File: src/rtl/multicycle_ctrl_pkg.sv
// Shared types and encodings for the multi-cycle RV32I control path.
package riscv_ctrl_pkg;

  typedef enum logic [3:0] {
    S_IDLE      = 4'd0,
    S_FETCH     = 4'd1,
    S_DECODE    = 4'd2,
    S_EXEC_R    = 4'd3,
    S_EXEC_I    = 4'd4,
    S_MEM_ADDR  = 4'd5,
    S_LOAD_ACC  = 4'd6,
    S_STORE_ACC = 4'd7,
    S_BRANCH    = 4'd8,
    S_JAL       = 4'd9,
    S_WB_ALU    = 4'd10,
    S_WB_MEM    = 4'd11,
    S_TRAP      = 4'd12
  } state_t;

  localparam logic [6:0] OPC_R      = 7'b0110011;
  localparam logic [6:0] OPC_I      = 7'b0010011;
  localparam logic [6:0] OPC_LOAD   = 7'b0000011;
  localparam logic [6:0] OPC_STORE  = 7'b0100011;
  localparam logic [6:0] OPC_BRANCH = 7'b1100011;
  localparam logic [6:0] OPC_JAL    = 7'b1101111;

  localparam logic [1:0] ALUOP_R   = 2'b00;
  localparam logic [1:0] ALUOP_I   = 2'b01;
  localparam logic [1:0] ALUOP_BR  = 2'b10;
  localparam logic [1:0] ALUOP_ADD = 2'b11;

  localparam logic [1:0] WB_ALU = 2'b00;
  localparam logic [1:0] WB_MDR = 2'b01;
  localparam logic [1:0] WB_PC4 = 2'b10;

endpackage

File: src/rtl/multicycle_ctrl_if.sv
// Handshake with the shared instruction/data memory port.
interface multicycle_ctrl_if;
  logic mem_req;
  logic mem_we;
  logic addr_sel;
  logic mem_ready;

  modport master (output mem_req, output mem_we, output addr_sel, input mem_ready);
  modport slave  (input mem_req, input mem_we, input addr_sel, output mem_ready);
endinterface

File: src/rtl/multicycle_ctrl_opcode_class_dec.sv
// Maps an instruction opcode to the state that follows DECODE.
module opcode_class_dec
  import riscv_ctrl_pkg::*;
(
  input  logic [6:0] opcode,
  output state_t     next_state,
  output logic       is_store
);

  // Unknown opcodes fall through to TRAP so the core halts on garbage.
  always_comb begin
    next_state = S_TRAP;
    is_store   = (opcode == OPC_STORE);
    case (opcode)
      OPC_R:      next_state = S_EXEC_R;
      OPC_I:      next_state = S_EXEC_I;
      OPC_LOAD:   next_state = S_MEM_ADDR;
      OPC_STORE:  next_state = S_MEM_ADDR;
      OPC_BRANCH: next_state = S_BRANCH;
      OPC_JAL:    next_state = S_JAL;
      default:    next_state = S_TRAP;
    endcase
  end

endmodule

File: src/rtl/multicycle_ctrl.sv
// Main control FSM of the multi-cycle RV32I core plus retired-instruction counter.
module multicycle_ctrl
  import riscv_ctrl_pkg::*;
#(
  parameter int CNT_W = 32
) (
  input  logic              clk,
  input  logic              rst_n,
  input  logic [6:0]        opcode,
  input  logic              br_taken,
  multicycle_ctrl_if.master bus,
  output logic              ir_we,
  output logic              mdr_we,
  output logic              pc_we,
  output logic              reg_we,
  output logic              pc_sel,
  output logic [1:0]        alu_op,
  output logic              alu_src_a,
  output logic              alu_src_b,
  output logic [1:0]        wb_sel,
  output logic              illegal,
  output logic              retire,
  output logic [CNT_W-1:0]  instret
);

  state_t           state;
  state_t           state_next;
  state_t           dec_next;
  logic             dec_store;
  logic [CNT_W-1:0] instret_q;

  opcode_class_dec u_dec (
    .opcode     (opcode),
    .next_state (dec_next),
    .is_store   (dec_store)
  );

  // State register; reset parks the FSM in IDLE even mid-access.
  always_ff @(posedge clk or negedge rst_n) begin
    if (!rst_n) state <= S_IDLE;
    else        state <= state_next;
  end

  // Next-state selection; mem_ready only matters in the access states.
  always_comb begin
    state_next = state;
    case (state)
      S_IDLE:      state_next = S_FETCH;
      S_FETCH:     state_next = bus.mem_ready ? S_DECODE : S_FETCH;
      S_DECODE:    state_next = dec_next;
      S_EXEC_R:    state_next = S_WB_ALU;
      S_EXEC_I:    state_next = S_WB_ALU;
      S_MEM_ADDR:  state_next = dec_store ? S_STORE_ACC : S_LOAD_ACC;
      S_LOAD_ACC:  state_next = bus.mem_ready ? S_WB_MEM : S_LOAD_ACC;
      S_STORE_ACC: state_next = bus.mem_ready ? S_FETCH : S_STORE_ACC;
      S_BRANCH:    state_next = S_FETCH;
      S_JAL:       state_next = S_FETCH;
      S_WB_ALU:    state_next = S_FETCH;
      S_WB_MEM:    state_next = S_FETCH;
      S_TRAP:      state_next = S_TRAP;
      default:     state_next = S_IDLE;
    endcase
  end

  // Moore output decode; write enables in access states wait for mem_ready.
  always_comb begin
    bus.mem_req  = 1'b0;
    bus.mem_we   = 1'b0;
    bus.addr_sel = 1'b0;
    ir_we        = 1'b0;
    mdr_we       = 1'b0;
    pc_we        = 1'b0;
    reg_we       = 1'b0;
    pc_sel       = 1'b0;
    alu_op       = ALUOP_R;
    alu_src_a    = 1'b0;
    alu_src_b    = 1'b0;
    wb_sel       = WB_ALU;
    illegal      = 1'b0;
    retire       = 1'b0;
    case (state)
      S_FETCH: begin
        bus.mem_req = 1'b1;
        ir_we       = bus.mem_ready;
      end
      S_EXEC_R: begin
        alu_op    = ALUOP_R;
        alu_src_b = 1'b0;
      end
      S_EXEC_I: begin
        alu_op    = ALUOP_I;
        alu_src_b = 1'b1;
      end
      S_MEM_ADDR: begin
        alu_op    = ALUOP_ADD;
        alu_src_b = 1'b1;
      end
      S_LOAD_ACC: begin
        bus.mem_req  = 1'b1;
        bus.addr_sel = 1'b1;
        mdr_we       = bus.mem_ready;
      end
      S_STORE_ACC: begin
        bus.mem_req  = 1'b1;
        bus.mem_we   = 1'b1;
        bus.addr_sel = 1'b1;
        pc_we        = bus.mem_ready;
        retire       = bus.mem_ready;
      end
      S_BRANCH: begin
        alu_op = ALUOP_BR;
        pc_we  = 1'b1;
        pc_sel = br_taken;
        retire = 1'b1;
      end
      S_JAL: begin
        alu_op    = ALUOP_ADD;
        alu_src_a = 1'b1;
        alu_src_b = 1'b1;
        reg_we    = 1'b1;
        wb_sel    = WB_PC4;
        pc_we     = 1'b1;
        pc_sel    = 1'b1;
        retire    = 1'b1;
      end
      S_WB_ALU: begin
        reg_we = 1'b1;
        wb_sel = WB_ALU;
        pc_we  = 1'b1;
        retire = 1'b1;
      end
      S_WB_MEM: begin
        reg_we = 1'b1;
        wb_sel = WB_MDR;
        pc_we  = 1'b1;
        retire = 1'b1;
      end
      S_TRAP: begin
        illegal = 1'b1;
      end
      default: begin
        illegal = 1'b0;
      end
    endcase
  end

  // Retired-instruction counter; wraps naturally at the top of its range.
  always_ff @(posedge clk or negedge rst_n) begin
    if (!rst_n)      instret_q <= '0;
    else if (retire) instret_q <= instret_q + CNT_W'(1);
  end

  assign instret = instret_q;

endmodule

File: src/flat_wrapper.sv
// flat-port wrapper written by rule: the top's interface ports become plain ports
module multicycle_ctrl_flat import riscv_ctrl_pkg::*;
#(
  parameter int CNT_W = 32
)
  (clk, rst_n, opcode, br_taken, ir_we, mdr_we, pc_we, reg_we, pc_sel, alu_op, alu_src_a, alu_src_b, wb_sel, illegal, retire, instret, bus_mem_req, bus_mem_we, bus_addr_sel, bus_mem_ready);
  multicycle_ctrl_if bus_i ();
  input  logic clk;
  input  logic rst_n;
  input  logic [6:0] opcode;
  input  logic br_taken;
  output logic ir_we;
  output logic mdr_we;
  output logic pc_we;
  output logic reg_we;
  output logic pc_sel;
  output logic [1:0] alu_op;
  output logic alu_src_a;
  output logic alu_src_b;
  output logic [1:0] wb_sel;
  output logic illegal;
  output logic retire;
  output logic [CNT_W-1:0] instret;
  output wire logic [$bits(bus_i.mem_req)-1:0] bus_mem_req;
  output wire logic [$bits(bus_i.mem_we)-1:0] bus_mem_we;
  output wire logic [$bits(bus_i.addr_sel)-1:0] bus_addr_sel;
  input wire logic [$bits(bus_i.mem_ready)-1:0] bus_mem_ready;
  assign bus_mem_req = bus_i.mem_req;
  assign bus_mem_we = bus_i.mem_we;
  assign bus_addr_sel = bus_i.addr_sel;
  assign bus_i.mem_ready = bus_mem_ready;
  multicycle_ctrl #(.CNT_W(CNT_W)) u_core (.clk(clk), .rst_n(rst_n), .opcode(opcode), .br_taken(br_taken), .bus(bus_i), .ir_we(ir_we), .mdr_we(mdr_we), .pc_we(pc_we), .reg_we(reg_we), .pc_sel(pc_sel), .alu_op(alu_op), .alu_src_a(alu_src_a), .alu_src_b(alu_src_b), .wb_sel(wb_sel), .illegal(illegal), .retire(retire), .instret(instret));
endmodule
File: config.mk
export PLATFORM = sky130hd
export DESIGN_NAME = multicycle_ctrl_flat
export DESIGN_NICKNAME = d
export VERILOG_FILES = /design/src/rtl/multicycle_ctrl_pkg.sv /design/src/rtl/multicycle_ctrl_if.sv /design/src/rtl/multicycle_ctrl_opcode_class_dec.sv /design/src/rtl/multicycle_ctrl.sv /design/src/flat_wrapper.sv
export SDC_FILE = /design/constraint.sdc
export NUM_CORES = 1
export LEC_CHECK = 0
export ABC_CLOCK_PERIOD_IN_PS = 2000
export CAP_MARGIN = 20
export CELL_PAD_IN_SITES_DETAIL_PLACEMENT = 1
export CELL_PAD_IN_SITES_GLOBAL_PLACEMENT = 1
export CORE_MARGIN = 4
export CORE_UTILIZATION = 35
export CTS_CLUSTER_DIAMETER = 150
export DETAILED_ROUTE_END_ITERATION = 10
export GPL_TIMING_DRIVEN = 0
export PLACE_DENSITY = 0.8
export SLEW_MARGIN = 20
export SYNTH_ARGS = -nofsm -noshare
export SYNTH_HDL_FRONTEND = slang
export SYNTH_HIERARCHICAL = 1
export SYNTH_SLANG_ARGS = --single-unit
File: constraint.sdc
create_clock -name clk -period 2 [get_ports clk]
set_input_delay 0.3 -clock clk [delete_from_list [all_inputs] [get_ports clk]]
set_output_delay 0.3 -clock clk [all_outputs]
set_load 0.02 [all_outputs]
# After elaboration in Yosys (flattened, before gate mapping)
# Index checks and enable logic that the tools add are counted.
# totals
romBits,0
ramBits,0
memories,0
elab_cells,50
input_bits,11
register_bits,36
latchBits,0
out_inout_bits,48
# op_classes
order_cmp,0
mux,19
eq_ne,18
div,0
add_sub_neg,1
bitwise,0
n_reduce_logical,10
shifts,0
mul,0
# op_table
operator,count
"32-bit by 1-bit adder with 32-bit output, second input constant",1
4-bit one-hot mux with 8 select lines,1
"4-bit equality test, second input constant",5
4-bit one-hot mux with 5 select lines,1
"4-bit by 3-bit equality test with 1-bit output, second input constant",4
"7-bit by 6-bit equality test with 1-bit output, second input constant",2
"7-bit equality test, second input constant",2
1-bit 2-to-1 mux,10
3-bit OR reduction,3
"4-bit by 2-bit equality test with 1-bit output, second input constant",2
2-bit OR reduction,4
"7-bit by 2-bit equality test with 1-bit output, second input constant",1
"7-bit by 5-bit equality test with 1-bit output, second input constant",1
2-bit one-hot mux with 3 select lines,1
5-bit OR reduction,1
"4-bit by 1-bit equality test with 1-bit output, second input constant",1
4-bit zero test,1
4-bit 2-to-1 mux,1
1-bit one-hot mux with 2 select lines,2
2-bit one-hot mux with 2 select lines,1
4-bit OR reduction,1
3-bit 2-to-1 mux,1
2-bit 2-to-1 mux,1

# Depth between registers and ports, before layout
# depth
depth_word,4
mapped_depth,7
ltp_nobuf,7

# Cells and area by module
# Netlist, hierarchy kept.
# modules_own_cells
mod,seq_area_each_um2,area_each_um2,cells_each,n_inst
multicycle_ctrl,900.9,1855.5,188,1
opcode_class_dec,0.0,86.3,13,1

# Worst setup path before layout
# No wires, ideal clock.
# synth_timing
path_kind,register to output
startpoint,register u_core.state[0]
endpoint,output wb_sel[1]
t_arrival_ns,1.544
path_buffers,2
path_slack_ns,0.156
path_stages_with_launch,4
required_time_ns,1.700
path_cell_list,dfrtp_1 > clkbuf_1 > nor3b_1 > buf_4
# synth_between
elab_chain_len,2
elab_cells_between_ends,3
classes_between,eq/ne (2); mux (1)
# synth_lines
element,line_no,text
start: declaration,multicycle_ctrl.sv:26,state_t state;
start signal: assignment,multicycle_ctrl.sv:41,else state <= state_next;
4-bit equality test,multicycle_ctrl.sv:81,case (state)
2-bit one-hot mux with 2 select lines (*),multicycle_ctrl.sv:81,
end: declaration,flat_wrapper.sv:20,output logic [1:0] wb_sel;
# Mark *: on every way between the ends. The rest lies on a longest branch, timed or not.

# Worst setup path in the final report
# layout_timing
startpoint,register u_core.state[3]
endpoint,output bus_addr_sel
# layout_between
elab_chain_len,3
elab_cells_between_ends,4
classes_between,eq/ne (2); mux (1); reduce/logical (1)
# layout_lines
element,line_no,text
4-bit by 3-bit equality test with 1-bit output,multicycle_ctrl.sv:81,
2-bit OR reduction (no source line) (*),n/a,
1-bit 2-to-1 mux (*),multicycle_ctrl.sv:81,
end: declaration,flat_wrapper.sv:26,output wire logic [$bits(bus_i.addr_sel)-1:0] bus_addr_sel;
# Marks and branches as above.

==> flow_summary.json <==
{
  "dieArea_um2": 6800,
  "critPathKind": "flop to output pin",
  "start_util_pct": 37.1,
  "combPwrFrac_pct": 42.3,
  "p_per_area_nw_per_um2": 959,
  "drtIter0Drc": 79,
  "yosysUniqueCellTypes": 38,
  "fin_skew_ns": 0.00586,
  "final_area_um2": 2800,
  "coreArea_um2": 5240,
  "gr-usage-met1_pct": 18.4,
  "finalMaxSlewViolations": 0,
  "syn_nets": 213,
  "maxCapViolations": 0,
  "setup_violations": 0,
  "numCtsBuffers": 5,
  "row_count": 26,
  "clkTransAtPathRegs_ns": 0.07,
  "io_buffers": 58,
  "use_met2_pct": 29.3,
  "via_per_inst": 4.94,
  "tns_ns": 0,
  "syn_area_um2": 1940,
  "wire_per_inst_um": 14.5,
  "ctsRootBufferMaster": "clkbuf_8",
  "cp_max_fo": 10,
  "htree_levels": 2,
  "fp.dieW_um": 82.5,
  "synth_top_area_share_pct": 46.4,
  "grt_max_degree": 21,
  "n_fill_cell": 603,
  "grt_pass1_vias": 1655,
  "hold_viol_final": 0,
  "cts_max_path_buffers": 2,
  "fmax_mhz": 519,
  "fp.dieH_um": 82.5,
  "wl_mm": 5.00,
  "drive_gt1_share_pct": 17.1,
  "power.share.clock_pct": 23.1,
  "start_kind": "flop",
  "drt.antenna.violating_nets": 0,
  "ys_top_cells_by_area": "dfrtp_1 46%, xnor2_1 11%, nand2_1 4.3%",
  "p_leak_nw": 1.21,
  "max_slew.worst_pin.slew_ns": 0.457,
  "ys_ff_latch": 36,
  "ys_seq_area_share_pct": 46.4,
  "power_frac_seq_pct": 34.6,
  "synth_cells": 201,
  "synth_top_cell_by_area": "dfrtp_1",
  "max-vdd-ir-drop_mv": 0.494,
  "final_util_pct": 53.5,
  "grt_use_met3_pct": 2.71,
  "period_share_pct": 96.3,
  "worstSetupEndpointType": "output pin",
  "worstPathRequired_ns": 1.70,
  "outcome": "completed",
  "insertion_delay_ns": 0.28,
  "placed_cell_area_um2": 2630,
  "antenna_found_initial": 0,
  "worstSetupStartpoint": "u_core/state[3]",
  "first_pass_iters": 4,
  "gp_congestion": 0.781,
  "synth_edf_count": 0,
  "hold_path_class": "input port to asynchronous set/reset pin",
  "dp_hpwl_mm": 3.80,
  "relSlewSlack_pct": 69.3,
  "sw_frac_of_total_pct": 37.2,
  "grt_pass1_wl_mm": 8.16,
  "synth_warnings": 6,
  "grt-ovfl-total": 0,
  "power.switching_mw": 0.998,
  "ios": 59,
  "critPathArrivalTime_ns": 1.63,
  "diodes": 0,
  "async_flop_share_pct": 100,
  "globalRouteTotalUtil_pct": 15.8,
  "mostFrequentLayoutCells": "40 x clkdlybuf4s50_1, 34 x dfrtp_1, 25 x xnor2_1",
  "rsz0062_at_grt": "false",
  "period_minus_slack_ns": 1.93,
  "nets": 286,
  "final_common_cell": "clkdlybuf4s50_1",
  "clock_sinks": 36,
  "ys.flop_type": "dfrtp_1",
  "vias": 1703,
  "drc": 0,
  "r2r-start": "u_core/state[2]",
  "top_usage_layer": "met2",
  "syn_to_final_growth_pct": 44.3,
  "synth_area_per_cell_um2": 9.66,
  "cts_tree": "done",
  "p_int_mw": 1.69
}
==> per-stage QoR <==
step	setup slack (ns)	total power, mW	instances	hold WS (ns)
6_report	0.0749	2.69	345	0.476
5_1_grt	0.00228	2.86	345	0.501
4_1_cts	0.00157	2.69	342	0.481
3_5_place_dp	-0.578	2.06	330	0.261
3_3_place_gp	-0.584	2.02	329	0.461
2_1_floorplan	0.156	1.57	201	0.00441
==> logic make-up after synthesis <==
logic type / count (synthesis) / synth area share, %
fa+ha+maj: 1 / 0.644
simple gates: 102 / 29.8
compound gates: 17 / 5.54
flops: 36 / 46.4
buf+inv: 13 / 3.22
xor+xnor: 32 / 14.4
==> layout make-up <==
type	instances	area [µm²]	area share (%)
tap	70	87.6	3.13
clock buffer	6	72.6	2.59
clock inverter	2	35.0	1.25
buffer	8	61.3	2.19
timing repair buffer	66	634	22.6
multi-input combinational	152	988	35.3
sequential	36	903	32.2
inverter	5	18.8	0.670
==> worst paths after layout <==
path	to	slack (ns)	depth (start not counted)
worst max-delay path	bus_addr_sel	0.07	5
worst min-delay path	u_core/instret[19]	0.48	2
worst max register to register	u_core/instret[13]	0.07	6
worst min register to register	u_core/instret[31]	0.48	1
max in group asynchronous	u_core/state[0]	1.05	3
min in group clk	u_core/instret[31]	0.48	1
==> power groups by stage <==
| stage | clock network (mW) | logic (mW) | registers (mW) |
|---|---|---|---|
| final | 0.620 | 1.14 | 0.931 |
| after global routing | 0.674 | 1.24 | 0.945 |
| after CTS | 0.637 | 1.13 | 0.928 |
| after detailed placement | 0 | 1.12 | 0.938 |
| after global placement | 0 | 1.09 | 0.933 |
| after floorplan | 0 | 0.595 | 0.975 |
==> cell usage after synthesis, types with 5 or more instances <==
library cell and n:
dfrtp_1 36, xnor2_1 25, nand2_1 22, nor2_1 22, nand3_1 13, and3_1 10, nand4_1 10, xor2_1 7
a21oi_1 6, inv_1 5, nor3_1 5, o21ai_0 5
==> metal layers <==
layer,vias to the layer above,share of wire [%]
li1,834,-
met1,833,43
met5,-,0
met2,32,52
met4,0,0.84
met3,4,3.2
==> worst max-delay path, cell delays in order (launching register included) <==
cell           delay [ns]
dfrtp_1              0.40
buf_4                0.19
nor2b_4              0.18
buf_4                0.14
and2_1               0.11
dlygate4sd2_1        0.33
==> flip-flops by register name (all words and copies together), names as in the netlist <==
register / cells
u_core/state: 4
u_core/instret: 32
==> repair_timing <==
item,CTS,global route
pin swaps,1,2
hold buffers,1,0
gates resized for setup,36,17
buffers inserted,3,3
endpoints found under the hold margin,16,0
setup endpoints to repair,16,18
(Power assumes the default switching activity.)
